===== src/rtl/uart_tx_if.sv =====
// Handshake bundle between command logic and the UART transmitter.
// The master side strobes a byte in; the slave side drives the line and status.
interface uart_tx_if;
  logic       trmt;
  logic [7:0] tx_data;
  logic       TX;
  logic       busy;
  logic       tx_done;

  modport master (output trmt, output tx_data, input TX, input busy, input tx_done);
  modport slave  (input trmt, input tx_data, output TX, output busy, output tx_done);
endinterface


===== src/rtl/uart_tx.sv =====
// UART transmitter, 8N1 framing, LSB first, each bit held BAUDC+1 clocks.
// Define UART_TX_PARITY_EN to insert an even-parity bit before the stop bit.
module uart_tx #(
  parameter logic [11:0] BAUDC = 12'hA2B
) (
  input  logic     clk,
  input  logic     rst,
  uart_tx_if.slave bus
);

`ifdef UART_TX_PARITY_EN
  localparam int unsigned FRAME_BITS = 11;
`else
  localparam int unsigned FRAME_BITS = 10;
`endif
  localparam logic [3:0] LAST_BIT = 4'(FRAME_BITS - 1);

  typedef enum logic [1:0] {
    IDLE = 2'b00,
    XMIT = 2'b01
  } state_t;

  state_t                  r_state;
  state_t                  w_state_nxt;
  logic [11:0]             r_baud_cnt;
  logic [3:0]              r_bit_cnt;
  logic [FRAME_BITS-1:0]   r_shift_reg;
  logic [FRAME_BITS-1:0]   w_frame;
  logic                    r_busy;
  logic                    r_tx_done;
  logic                    w_accept;
  logic                    w_shift;
  logic                    w_last;

  always_comb begin
`ifdef UART_TX_PARITY_EN
    w_frame = {1'b1, ^bus.tx_data, bus.tx_data, 1'b0};
`else
    w_frame = {1'b1, bus.tx_data, 1'b0};
`endif
  end

  always_comb begin
    w_state_nxt = IDLE;
    w_accept    = 1'b0;
    w_shift     = 1'b0;
    w_last      = 1'b0;
    case (r_state)
      IDLE: begin
        w_accept    = bus.trmt;
        w_state_nxt = bus.trmt ? XMIT : IDLE;
      end
      XMIT: begin
        w_shift     = (r_baud_cnt == BAUDC);
        w_last      = w_shift && (r_bit_cnt == LAST_BIT);
        w_state_nxt = w_last ? IDLE : XMIT;
      end
      default: w_state_nxt = IDLE;
    endcase
  end

  always_ff @(posedge clk) begin
    if (rst) r_state <= IDLE;
    else     r_state <= w_state_nxt;
  end

  // Stop bit and idle level both come from the ones shifted in at the top.
  always_ff @(posedge clk) begin
    if (rst) begin
      r_baud_cnt  <= '0;
      r_bit_cnt   <= '0;
      r_shift_reg <= '1;
      r_busy      <= 1'b0;
      r_tx_done   <= 1'b0;
    end else if (w_accept) begin
      r_shift_reg <= w_frame;
      r_baud_cnt  <= '0;
      r_bit_cnt   <= '0;
      r_tx_done   <= 1'b0;
      r_busy      <= 1'b1;
    end else if (r_state == XMIT) begin
      if (w_shift) begin
        r_baud_cnt  <= '0;
        r_shift_reg <= {1'b1, r_shift_reg[FRAME_BITS-1:1]};
        r_bit_cnt   <= r_bit_cnt + 4'd1;
        if (w_last) begin
          r_busy    <= 1'b0;
          r_tx_done <= 1'b1;
        end
      end else begin
        r_baud_cnt <= r_baud_cnt + 12'd1;
      end
    end else begin
      r_busy <= 1'b0;
    end
  end

  assign bus.TX      = r_shift_reg[0];
  assign bus.busy    = r_busy;
  assign bus.tx_done = r_tx_done;

endmodule


===== src/flat_wrapper.sv =====
// flat-port wrapper written by rule: the top's interface ports become plain ports
module uart_tx_flat 
#(
  parameter logic [11:0] BAUDC = 12'hA2B
)
  (clk, rst, bus_trmt, bus_tx_data, bus_TX, bus_busy, bus_tx_done);
  uart_tx_if bus_i ();
  input  logic clk;
  input  logic rst;
  input wire logic [$bits(bus_i.trmt)-1:0] bus_trmt;
  input wire logic [$bits(bus_i.tx_data)-1:0] bus_tx_data;
  output wire logic [$bits(bus_i.TX)-1:0] bus_TX;
  output wire logic [$bits(bus_i.busy)-1:0] bus_busy;
  output wire logic [$bits(bus_i.tx_done)-1:0] bus_tx_done;
  assign bus_i.trmt = bus_trmt;
  assign bus_i.tx_data = bus_tx_data;
  assign bus_TX = bus_i.TX;
  assign bus_busy = bus_i.busy;
  assign bus_tx_done = bus_i.tx_done;
  uart_tx #(.BAUDC(BAUDC)) u_core (.clk(clk), .rst(rst), .bus(bus_i));
endmodule

===== config.mk =====
export PLATFORM = sky130hd
export DESIGN_NAME = uart_tx_flat
export DESIGN_NICKNAME = d
export VERILOG_FILES = /design/src/rtl/uart_tx_if.sv /design/src/rtl/uart_tx.sv /design/src/flat_wrapper.sv
export SDC_FILE = /design/constraint.sdc
export NUM_CORES = 1
export LEC_CHECK = 0
export BUFFER_PORTS_ARGS = -buffer_cell sky130_fd_sc_hd__buf_2
export CORE_MARGIN = 1
export CORE_UTILIZATION = 60
export CTS_BUF_LIST = sky130_fd_sc_hd__clkbuf_8
export DETAILED_ROUTE_END_ITERATION = 8
export PLACE_DENSITY_LB_ADDON = 0.2
export SYNTH_ARGS = -nofsm -noshare
export SYNTH_HDL_FRONTEND = slang
export SYNTH_SLANG_ARGS = --single-unit

===== constraint.sdc =====
create_clock -name clk -period 2.2 [get_ports clk]
set_input_delay 0.11 -clock clk [delete_from_list [all_inputs] [get_ports clk]]
set_output_delay 0.11 -clock clk [all_outputs]
set_load 0.05 [all_outputs]

==> parameters.txt <==
Parameter                              Value

Run status
  Run status    completed

STA
  Post-Route Setup TNS    0 ns
  Endpoints failing setup    0
  Number of slew-limit violations in the final report    0
  Post-route clock period utilization    roughly nine tenths
  Period minus WS final    ~2.0 ns
  Clock Skews    0.00316 ns
  Transition time at the pin with the least slew margin    ~0.6 ns
  Worst slew margin    60.0%
  Maximum frequency from static timing analysis    a little under 500 MHz
  Setup repair after global routing missed its margin    false
  Hold violation total from the final report    0

Die
  Die Area    roughly 0.0024 mm2
  Die X-Extent    approximately 49 um
  Row Count    16
  Number of top-level pins    14
  Vert. Die Dim    49.3 um
  Placeable core region    0.00202 mm2
  Initial standard-cell utilization of the core    around two thirds

Critical path
  Req. time, crit path    2.38 ns
  Slowest stage cell on the critical path    sky130_fd_sc_hd__and4b_1
  Cell count along the critical path    5
  CP max FO    19
  CP startpoint    u_core.r_baud_cnt[0]
  Start-to-end type of the worst setup path    register to register
  Crit-path max cell delay    0.59 ns
  Arrival time at the worst endpoint    2.20 ns
  Cells traversed along the worst timing path    ha_1, and4bb_2, and4b_1, and2b_1, a221oi_1
  Startpoint type of the worst setup path    register
  Count of cells along the worst register-to-register path    5
  Combined buffer and inverter count along the critical path    0
  RR Startpoint    u_core.r_baud_cnt[0]
  Type of element capturing the critical path    register
  Top cell family by delay on the critical path    simple AND/OR/NAND/NOR gates
  Internal reg-to-reg setup slack    0.18 ns

CTS
  H-tree depth    1
  Longest Clk Path Bufs    2
  Post-CTS repair timing setup buffer count    0
  Clock latency on the worst-skew pair    around 0.27 ns
  PostCTS Resize Cnt    0
  Clock tree sinks    28
  Post-CTS clock slew at the launch and capture registers of the worst setup and hold paths    about 0.090 ns
  Clk root buf    sky130_fd_sc_hd__clkbuf_8
  Clock tree from TritonCTS    done
  Post-CTS Hold Fix Bufs    0
  TritonCTS Buffers    3

Drt
  Routed vias    around 1,100
  Detailed-route DRC error count    0
  Total detailed-routing wirelength    2370 um
  Vias/cell    5.69
  First-pass DRT Iterations    4
  Wire per inst    roughly 13 um
  Count of routing violations after the opening detailed-route iteration    13
  Number of antenna-violating nets in the routed design    0

Worst hold path
  Count of cells along the worst hold path    3
  Origin of the worst min-delay path    bus_tx_data[7]
  Hold crit path type    primary input to register

Finish
  Signed area change from the synthesized netlist to the final layout    9.43%
  Layout cell share with drive strength beyond 1    17.1%
  Number of antenna cells inserted    0
  Most frequent standard cell in the layout excluding fill and tap cells    sky130_fd_sc_hd__dfxtp_1
  Final net count    173
  Count of placed standard cells in the final layout, fillers left out    185
  Max FFs per register    12
  Final design utilization    72.5%
  Most frequent cells in the layout    28 x sky130_fd_sc_hd__dfxtp_1, 26 x sky130_fd_sc_hd__nor2_1, 13 x sky130_fd_sc_hd__buf_2, 9 x sky130_fd_sc_hd__nor3_1

Pwr
  Leakage component of the power    0.578 nW
  Worst voltage drop across the vdd grid    ~0.48 mV
  Power density normalized to cell area    approximately 700 mW/mm2
  Design Power    1.01 mW

Placed design
  Total placed cells including tap cells    181
  Number of port buffers    13
  Post-DP HPWL    around 1700 um
  Final weighted congestion in routability-driven placement    0.819

Synthesis
  Fraction of registers with async set/reset    0%
  Portion of synthesized cell area occupied by the leading cell type    41.8%
  Dominant synthesized flop cell    sky130_fd_sc_hd__dfxtp_1
  Number of flops mapped to enable cells by yosys    0
  Number of standard cells after synthesis    148
  Biggest area consumer among synthesized cells    sky130_fd_sc_hd__dfxtp_1
  FF+latch count, synth    28
  Netlist Area Pre-Place    0.00134 mm2
  Number of nets in the synthesized netlist    162
  Count of distinct cell types in the synthesized netlist    38
  Register area share after synthesis    41.8%
  YS warnings    0
  Dominant cells by area after synthesis    sky130_fd_sc_hd__dfxtp_1 42%, sky130_fd_sc_hd__nor2_1 7.3%, sky130_fd_sc_hd__xor2_1 4.6%
  Avg Cell Area, Syn    9.05 um2

Global route
  Via count of the first global-routing pass    about 950
  Wire length of the first global-routing pass    4250 um
  Grt total ovfl    0
  Antenna violations before repair    0
  Maximum number of pins on one net before global-route repair    21
  Total global-route track usage    between 20% and 30%

Run
  Max-Cap Viols    0
## worst reg2reg max path: cells and delay by family, from the launching register on
family | cells | cell delay [ns]
AOI/OAI and AO/OA | 1 | 0.20
adders and majority gates | 1 | 0.23
DFF | 1 | 0.39
and+or+nand+nor | 3 | 1.12
## where the power goes
group          internal (mW)  switching (mW)
registers              0.522         0.00812
logic                 0.0330          0.0489
clock network          0.243           0.152
total                  0.799           0.209
## final cells by class
cell class	count	area, um2
Clock buffer	3	41.3
Clock inverter	1	30.0
Fill cell	160	556
Inverter	3	11.3
Multi-Input combinational cell	107	702
Sequential cell	28	561
Tap cell	27	33.8
Timing Repair Buffer	16	87.6
## logic make-up (layout without fill, tap and decap cells)
family / count (synthesis) / in the layout / synth area share (%)
and+or+nand+nor: 74 / 74 / 31.3
DFF: 28 / 28 / 41.8
AOI/OAI and AO/OA: 16 / 16 / 8.96
buffers and inverters: 13 / 23 / 5.79
xor gates and xnor gates: 12 / 12 / 7.84
adders and majority gates: 3 / 3 / 2.80
muxes: 2 / 2 / 1.49
## path summary, 6_finish.rpt
check | end
worst max-delay path | u_core.r_shift_reg[6]
worst min-delay path | u_core.r_shift_reg[8]
worst max register to register | u_core.r_shift_reg[6]
worst min register to register | u_core.bus.tx_done
## synth_stat cells (all sizes together), types with 3 or more instances
cell type and number:
clkbuf 3, nor3 9, a221oi 7, and2b 5, buf 7, dfxtp 28
xnor2 5, ha 3, xor2 7, nand3 3, inv 3, nor3b 3
nand4 7, nor2 26, nand2 4, a21oi 4
## through the flow
step / cell area (um2) / hold slack [ns] / setup WS, ns
finish: 1470 / 0.0745 / 0.183
global route: 1470 / 0.0945 / 0.0152
CTS: 1470 / 0.0681 / 0.196
global placement: 1400 / 0.346 / 0.300
floorplan: 1340 / 0.256 / 0.568
detailed placement: 1400 / 0.355 / 0.226
## routing by layer
metal / global-route usage (%) / wire length, um
met5: 0 / 0
met1: 29.0 / 1130
met2: 37.7 / 1120
met3: 4.98 / 94
met4: 9.31 / 34
No activity file was read; power rests on OpenSTA's default activity.
